<file path="config.mk">
export PLATFORM = sky130hd
export DESIGN_NAME = wash_program_sequencer
export DESIGN_NICKNAME = d
export VERILOG_FILES = /design/src/rtl/wash_program_sequencer.sv
export SDC_FILE = /design/constraint.sdc
export NUM_CORES = 1
export LEC_CHECK = 0
export BUFFER_PORTS_ARGS = -buffer_cell sky130_fd_sc_hd__buf_4
export CORE_ASPECT_RATIO = 1.2
export CORE_MARGIN = 2
export CORE_UTILIZATION = 55
export CTS_CLUSTER_SIZE = 28
export DETAILED_ROUTE_END_ITERATION = 12
export PLACE_DENSITY = 0.77
export SYNTH_ARGS = -nofsm -noshare
export SYNTH_HDL_FRONTEND = slang
export SYNTH_SLANG_ARGS = --single-unit
</file>
<file path="constraint.sdc">
create_clock -name clk -period 6.4 [get_ports clk]
set_clock_uncertainty 0.15 [all_clocks]
set_input_delay 0.32 -clock clk [delete_from_list [all_inputs] [get_ports clk]]
set_output_delay 0.32 -clock clk [all_outputs]
set_load 0.005 [all_outputs]
</file>
<file path="src/rtl/wash_program_sequencer.sv">
// Wash program controller: sequences fill, wash, drain, rinse passes and spin
// with an internal prescaler/phase counter, door-open pause and abort handling.
module wash_program_sequencer #(
  parameter int TICK_DIV  = 1,
  parameter int CNT_W     = 8,
  parameter int FILL_BASE = 2,
  parameter int WASH_BASE = 4,
  parameter int RINSE_T   = 3,
  parameter int DRAIN_T   = 2,
  parameter int SPIN_T    = 5
) (
  input  logic       clk,
  input  logic       reset_n,
  input  logic       start,
  input  logic       door,
  input  logic       abort,
  input  logic [1:0] load,
  input  logic [1:0] rinses,
  output logic       agitator,
  output logic       motor,
  output logic       pump,
  output logic       speed,
  output logic       water,
  output logic [2:0] phase,
  output logic       paused,
  output logic       done
);

  localparam int PW = (TICK_DIV > 1) ? $clog2(TICK_DIV) : 1;

  typedef enum logic [2:0] {
    IDLE  = 3'd0,
    FILL  = 3'd1,
    WASH  = 3'd2,
    DRAIN = 3'd3,
    RINSE = 3'd4,
    SPIN  = 3'd5,
    DONE  = 3'd6
  } state_t;

  state_t           state_q, nxt;
  logic [CNT_W-1:0] cnt_q, cnt_d;
  logic [PW-1:0]    presc_q, presc_d;
  logic [1:0]       load_q, load_d;
  logic [1:0]       rinse_left_q, rinse_left_d;
  logic             rinse_flag_q, rinse_flag_d;
  logic             abort_flag_q, abort_flag_d;
  logic             paused_d;
  logic             done_d;
  logic [4:0]       act_q, act_d;
  logic             tick, expire, enter, run;

  function automatic logic [CNT_W-1:0] dur(input state_t s, input logic [1:0] ld);
    logic [CNT_W-1:0] units;
    units = CNT_W'(ld) + CNT_W'(1);
    case (s)
      FILL:    dur = CNT_W'(FILL_BASE) * units;
      WASH:    dur = CNT_W'(WASH_BASE) * units;
      RINSE:   dur = CNT_W'(RINSE_T);
      DRAIN:   dur = CNT_W'(DRAIN_T);
      SPIN:    dur = CNT_W'(SPIN_T);
      default: dur = '0;
    endcase
  endfunction

  function automatic logic pausable(input state_t s);
    pausable = (s == FILL) || (s == WASH) || (s == RINSE) || (s == SPIN);
  endfunction

  // Next-state, counter and latch logic; a phase ends on the tick that takes the count to zero.
  always_comb begin
    nxt          = state_q;
    cnt_d        = cnt_q;
    presc_d      = presc_q;
    load_d       = load_q;
    rinse_left_d = rinse_left_q;
    rinse_flag_d = rinse_flag_q;
    abort_flag_d = abort_flag_q;
    enter        = 1'b0;
    tick         = (presc_q == PW'(TICK_DIV - 1));
    expire       = tick && (cnt_q <= CNT_W'(1));
    run          = (state_q == DRAIN) || (pausable(state_q) && !paused);

    case (state_q)
      IDLE: begin
        abort_flag_d = 1'b0;
        rinse_flag_d = 1'b0;
        if (start && door && !abort) begin
          load_d       = load;
          rinse_left_d = rinses;
          nxt          = FILL;
          enter        = 1'b1;
        end
      end
      FILL, WASH, RINSE, SPIN: begin
        if (abort) begin
          nxt          = DRAIN;
          enter        = 1'b1;
          abort_flag_d = 1'b1;
        end else if (!paused && expire) begin
          enter = 1'b1;
          case (state_q)
            FILL:    nxt = rinse_flag_q ? RINSE : WASH;
            SPIN:    nxt = DONE;
            default: nxt = DRAIN;
          endcase
        end
      end
      DRAIN: begin
        if (abort) abort_flag_d = 1'b1;
        if (expire) begin
          enter = 1'b1;
          if (abort_flag_q || abort) begin
            nxt = IDLE;
          end else if (rinse_left_q != 2'd0) begin
            rinse_left_d = rinse_left_q - 2'd1;
            rinse_flag_d = 1'b1;
            nxt          = FILL;
          end else begin
            nxt = SPIN;
          end
        end
      end
      DONE: begin
        if (!start) nxt = IDLE;
      end
      default: nxt = IDLE;
    endcase

    if (enter) begin
      cnt_d   = dur(nxt, load_d);
      presc_d = '0;
    end else if (run) begin
      presc_d = tick ? '0 : presc_q + PW'(1);
      if (tick) cnt_d = cnt_q - CNT_W'(1);
    end

    paused_d = pausable(nxt) && !door;
    done_d   = (nxt == DONE);
  end

  // Actuator pattern for the phase being entered: {agitator, motor, pump, speed, water}.
  always_comb begin
    act_d = 5'b00000;
    if (!paused_d) begin
      case (nxt)
        FILL:        act_d = 5'b00001;
        WASH, RINSE: act_d = 5'b11000;
        DRAIN:       act_d = 5'b00100;
        SPIN:        act_d = 5'b01110;
        default:     act_d = 5'b00000;
      endcase
    end
  end

  always_ff @(posedge clk or negedge reset_n) begin
    if (!reset_n) begin
      state_q      <= IDLE;
      cnt_q        <= '0;
      presc_q      <= '0;
      load_q       <= '0;
      rinse_left_q <= '0;
      rinse_flag_q <= 1'b0;
      abort_flag_q <= 1'b0;
      paused       <= 1'b0;
      done         <= 1'b0;
      act_q        <= '0;
    end else begin
      state_q      <= nxt;
      cnt_q        <= cnt_d;
      presc_q      <= presc_d;
      load_q       <= load_d;
      rinse_left_q <= rinse_left_d;
      rinse_flag_q <= rinse_flag_d;
      abort_flag_q <= abort_flag_d;
      paused       <= paused_d;
      done         <= done_d;
      act_q        <= act_d;
    end
  end

  assign {agitator, motor, pump, speed, water} = act_q;
  assign phase = state_q;

endmodule

</file>
==> flow_summary_export.csv, run 1 <==
group,metric,value,unit
detailed_routing,dr_total_vias,1158,
final_layout,syn2layout_area_growth,11.6,%
detailed_routing,first_pass_iters,4,
clock_tree,clk_path_buf_depth,2,
sta,maxSlewViolCount,0,
synth,synthDistinctLibCells,46,
place,dpl-instance-area,0.00154,mm²
place,place.gp.congestion,0.810,
critical_path,crit_chain,"inv_1 > ha_1 > or2_1 > and3_1 > o221ai_1 > inv_1 > or3_1 > a31oi_1",
power_and_ir_drop,pwr-share-comb,57.0,%
critical_path,cp.arrival,2920,ps
power_and_ir_drop,p_int,428,µW
power_and_ir_drop,p_leak,0.000723,µW
critical_path,critPathTopFamily,"simple AND/OR/NAND/NOR gates",
grt,grt_max_degree,25,
clock_tree,cts_buffers,3,
final_layout,fin_area,0.00157,mm²
final_layout,fillCellCount,214,
clock_tree,cts_hold_buffers,1,
sta,fmax,0.353,GHz
final_layout,layout-drive-gt1-share,22.4,%
critical_path,slowest_delay,670,ps
power_and_ir_drop,p_sw,331,µW
clock_tree,post-cts-setup-buffers,0,
sta,layout_setup_ws,3570,ps
critical_path,cp_max_fo,11,
outcome,status,"complete, no violations",
final_layout,final_util,63.5,%
grt,grt_pass1_vias,1112,
detailed_routing,wl_per_cell,14.4,µm
critical_path,worst_path_max_delay_cell,"o221ai_1",
synth,syn_nets,164,
floorplanning,initial_core_util,56.9,%
detailed_routing,via_per_inst,5.85,
floorplanning,die_h,59.4,µm
place,pre_cts_ws,3610,ps
critical_path,start_kind,"flop",
final_layout,antennaDiodeCount,0,
floorplanning,core,0.00248,mm²
sta,hold_viol,0,
clock_tree,cts_resized,0,
detailed_routing,dr_wl_met2,1490,µm
sta,min_period,2830,ps
clock_tree,htreeDepth,1,
critical_path,cp_num_buf_inv,2,
sta,tightest_slew,805,ps
sta,setup_viol,0,
clock_tree,clk_latency,310,ps
grt,grt_pass1_wl,4770,µm
clock_tree,cts-root-buf,"clkbuf_4",
power_and_ir_drop,p_per_area,483,mW/mm²
synth,synth_cells,151,
power_and_ir_drop,clockPowerShare,8.3,%
job,max-cap-violations,0,
critical_path,critPathRequiredTime,6490,ps
synth,synth_edf_count,0,
floorplanning,ios,19,
sta,rsz0062_at_grt,"false",
synth,ys_seq_area_share,42.6,%
synth,synth_common_cells,"dfrtp_1 (24), nor2_1 (19), nand2_1 (14)",
place,place_hpwl,2100,µm
critical_path,critPathKind,"flop to flop",
synth,syn_avg_cell_area,9.33,µm²
detailed_routing,routed_wl,2850,µm
clock_tree,cts_tree,"built",
power_and_ir_drop,irDropWorstVdd,0.336,mV
floorplanning,die_w,50.2,µm
grt,overflow,0,
sta,finalCritPeriodShare,44.2,%
hold_path,hold_class,"input port to flop",
synth,async_flop_share,100,%
sta,worst_hold_slack,31.7,ps
synth,synth.most_common_cell,"dfrtp_1",
detailed_routing,wl_met1,1210,µm
detailed_routing,drt_iter0_drc,18,
critical_path,end_kind,"flop",
grt,grt_util_all_layers,20.8,%
sta,slew_headroom,46.3,%
detailed_routing,drcViolationCount,0,
synth,ys_ff_latch,24,
place,numPortBuffers,18,
power_and_ir_drop,power.share.switching,43.6,%
grt,antenna_found_initial,0,
clock_tree,clk_pin_slew_worst_paths,120,ps
clock_tree,clock_sinks,24,
synth,synthFlopType,"dfrtp_1",
final_layout,final_nets,180,
synth,yosys_warnings,0,
detailed_routing,ant_nets,0,
power_and_ir_drop,seq_power_share,34.7,%
critical_path,path_common_cell,"inv_1",
detailed_routing,top_layer,"met4",
floorplanning,row_count,20,
sta,tns,0,ps
synth,synth_top_area_share,42.6,%
detailed_routing,wl_met3,124,µm
synth,yosys-top-cells-area,"dfrtp_1 (43%), nor2_1 (5.1%), nand2_1 (3.7%)",
synth,netlist_area,0.00141,mm²
synth,synth_top_cell_by_area,"dfrtp_1",
floorplanning,dieArea,0.00298,mm²
## path summary, 6_finish.rpt
check,end,depth (start not counted),start,slack [ps]
min in group asynchronous,rinse_flag_q,2,reset_n,270
min,paused,2,door,30
max,cnt_q[1],8,cnt_q[0],3570
min reg2reg,abort_flag_q,2,abort_flag_q,380
max in group asynchronous,cnt_q[0],2,reset_n,5590
max reg2reg,cnt_q[1],8,cnt_q[0],3570
## worst reg2reg max path, stage by stage (launching register included)
cell and delay (ps):
dfrtp_1 420, inv_1 60, ha_1 200, or2_1 270, and3_1 270, o221ai_1 670
inv_1 200, or3_1 390, a31oi_1 150
## area by class of cell
class                           count  area, µm²  area share [%]
Multi-Input combinational cell    107        712            45.3
Sequential cell                    24        601            38.2
Timing Repair Buffer               20        153            9.71
Inverter                           11       43.8            2.78
Tap cell                           33       41.3            2.63
Clock buffer                        3       22.5            1.43
## metal layers
layer  global-route usage, %  vias to the layer above
met5                       0                        -
met2                    37.6                       35
met4                    8.33                        0
met1                    24.7                      568
met3                    3.03                        4
li1                        -                      551
## cells in the final DEF (no fill, tap or decap), types with 2 or more instances in the layout
| master | count |
|---|---|
| a211o_1 | 2 |
| a211oi_1 | 3 |
| a21oi_1 | 7 |
| a31o_2 | 3 |
| a31oi_1 | 3 |
| buf_4 | 19 |
| clkbuf_4 | 3 |
| dfrtp_1 | 24 |
| ha_1 | 4 |
| inv_1 | 10 |
| mux2_2 | 2 |
| mux2i_1 | 2 |
| nand2_1 | 14 |
| nand3_1 | 3 |
| nor2_1 | 19 |
| nor2b_1 | 2 |
| nor3b_1 | 2 |
| nor4_1 | 2 |
| o21ai_0 | 3 |
| o221ai_1 | 2 |
| or2_1 | 2 |
| or2_2 | 2 |
| or3_1 | 4 |
| xnor2_1 | 4 |
| xor2_1 | 3 |
## through the flow
step | total power [µW] | std cells
after global routing | 828 | 198
after CTS | 765 | 198
after global placement | 678 | 194
after detailed placement | 697 | 194
final | 759 | 198
after floorplan | 601 | 151
## registers in the layout, summed over array words and instances, names as in the netlist
name / cells
load_q: 2
abort_flag_q: 1
phase: 3
rinse_left_q: 2
rinse_flag_q: 1
done: 1
act_q: 5
cnt_q: 8
paused: 1
## cell families after synthesis
logic type | Yosys count | synth area share (%)
xor gates and xnor gates | 7 | 4.35
adders and majority gates | 4 | 3.55
AOI/OAI and AO/OA | 34 | 17.9
DFF | 24 | 42.6
and+or+nand+nor | 58 | 21.8
muxes | 4 | 3.02
buffers and inverters | 20 | 6.84
## power groups by stage
stage          Combinational (µW)  Sequential, µW  Clock (µW)
2_1_floorplan                 354             247           0
3_3_place_gp                  415             263           0
3_5_place_dp                  432             265           0
4_1_cts                       435             263        67.0
5_1_grt                       486             272        70.9
6_report                      433             263        63.2
No activity file was read; power rests on OpenSTA's default activity.
==> run 2: changes to the inputs <==
CORE_UTILIZATION = 51   (was 55)
PLACE_DENSITY = 0.75   (was 0.77)
clock period = 2.5 ns   (was 6.4 ns; I/O delays follow)
==> flow_summary_export.csv, run 2 (synthesized netlist as in run 1, its figures left out) <==
group,metric,value,unit
power_and_ir_drop,p_leak,0.000809,µW
clock_tree,clk_latency,320,ps
detailed_routing,via_per_inst,5.76,
floorplanning,dieArea,0.00320,mm²
clock_tree,cts_buffers,3,
floorplanning,die_h,61.6,µm
grt,grt_pass1_vias,1204,
final_layout,syn2layout_area_growth,25.2,%
sta,rsz0062_at_grt,"true",
sta,layout_setup_ws,72.5,ps
final_layout,layout-drive-gt1-share,30.2,%
clock_tree,cts-root-buf,"clkbuf_4",
detailed_routing,routed_wl,3180,µm
critical_path,critPathKind,"flop to flop",
grt,grt_max_degree,25,
sta,tightest_slew,528,ps
critical_path,worst_path_max_delay_cell,"dfrtp_2",
critical_path,cp_num_buf_inv,2,
power_and_ir_drop,finalPower,2220,µW
critical_path,cp.arrival,2540,ps
power_and_ir_drop,p_per_area,1260,mW/mm²
floorplanning,ios,19,
sta,slew_headroom,64.8,%
detailed_routing,ant_nets,0,
critical_path,end_kind,"flop",
critical_path,slowest_delay,480,ps
outcome,status,"complete, no violations",
critical_path,critPathRequiredTime,2610,ps
final_layout,layout_commonest_cell,"buf_4",
job,max-cap-violations,0,
floorplanning,die_w,52.0,µm
place,place.gp.congestion,0.861,
hold_path,hold_class,"input port to asynchronous set/reset pin",
sta,hold_viol,0,
critical_path,start_kind,"flop",
final_layout,final_util,68.4,%
grt,grt_util_all_layers,22.8,%
floorplanning,row_count,20,
sta,worst_hold_slack,64.3,ps
detailed_routing,drcViolationCount,0,
final_layout,regMostFlops,"cnt_q",
clock_tree,clk_pin_slew_worst_paths,130,ps
power_and_ir_drop,irDropWorstVdd,0.958,mV
sta,fmax,0.412,GHz
floorplanning,initial_core_util,54.7,%
final_layout,instances_no_fill,215,
clock_tree,clk_path_buf_depth,2,
grt,overflow,0,
grt,antenna_found_initial,0,
final_layout,antennaDiodeCount,0,
final_layout,final_nets,196,
detailed_routing,wl_per_cell,14.8,µm
grt,grt_pass1_wl,5410,µm
place,pre_cts_ws,-27.6,ps
sta,maxSlewViolCount,0,
clock_tree,cts_tree,"built",
place,place_hpwl,2320,µm
sta,setup_viol,0,
place,placed_cells,203,
critical_path,crit_chain,"nor4_4 > buf_4 > a41oi_1 > a211o_1 > and2_4 > buf_4 > or3_1 > a31oi_1",
final_layout,largest_reg_flops,8,
sta,min_period,2430,ps
detailed_routing,dr_total_vias,1239,
critical_path,cp_max_fo,6,
critical_path,path_common_cell,"buf_4",
final_layout,mostFrequentLayoutCells,"buf_4 (29), dfrtp_1 (23), nor2_1 (19), nand2_1 (14), inv_1 (10)",
detailed_routing,first_pass_iters,4,
detailed_routing,drt_iter0_drc,25,
floorplanning,core,0.00258,mm²
critical_path,critPathTopFamily,"simple AND/OR/NAND/NOR gates",
clock_tree,htreeDepth,1,
clock_tree,clock_sinks,24,
sta,finalCritPeriodShare,97.1,%
place,numPortBuffers,18,
## run 2: cell count changes in the layout (fill, tap and decap cells not counted), sizes merged
cell / change
buf: +10
dlygate4sd3: +6
clkbuf: +1
## run 2: routing by layer
metal | GRT usage [%] | part of all wire [%]
met2 | 41.2 | 54
met5 | 0 | 0
met3 | 3.64 | 3.6
met4 | 9.40 | 1.2
met1 | 27.0 | 41
## run 2: per-stage QoR
stage          setup TNS (ps)  cell area [µm²]
3_3_place_gp                0             1630
4_1_cts                     0             1750
2_1_floorplan          -0.137             1450
5_1_grt                 -24.1             1760
6_report                    0             1760
3_5_place_dp            -27.6             1630
## run 2: final timing paths
kind / from / endpoint / slack [ps] / cells after the start
min reg2reg: abort_flag_q / abort_flag_q / 370 / 2
max reg2reg: cnt_q[3] / cnt_q[1] / 70 / 8
max: cnt_q[3] / cnt_q[1] / 70 / 8
max in group asynchronous: reset_n / cnt_q[3] / 1880 / 2
min: reset_n / abort_flag_q / 60 / 2
min in group clk: start / load_q[1] / 220 / 4
## run 2: layout make-up
class                           instances  area [µm²]
Multi-Input combinational cell        107         753
Sequential cell                        24         602
Tap cell                               33        41.3
Inverter                               11        43.8
Fill cell                             187         813
Timing Repair Buffer                   36         288
Clock buffer                            4        36.3
## run 2: power breakdown
part	switching, µW	internal (µW)	total (µW)
logic	712	658	1370
registers	103	538	641
clock network	120	89.2	209
## run 2: timing repair
action / 4_1_cts / 5_1_grt
hold endpoints to repair: 35 / 0
setup buffers: 1 / 0
gates resized for setup: 2 / 5
pin swaps: 1 / 0
gates cloned: 0 / 0
hold buffers: 7 / 0
endpoints found under the setup margin: 2 / 5
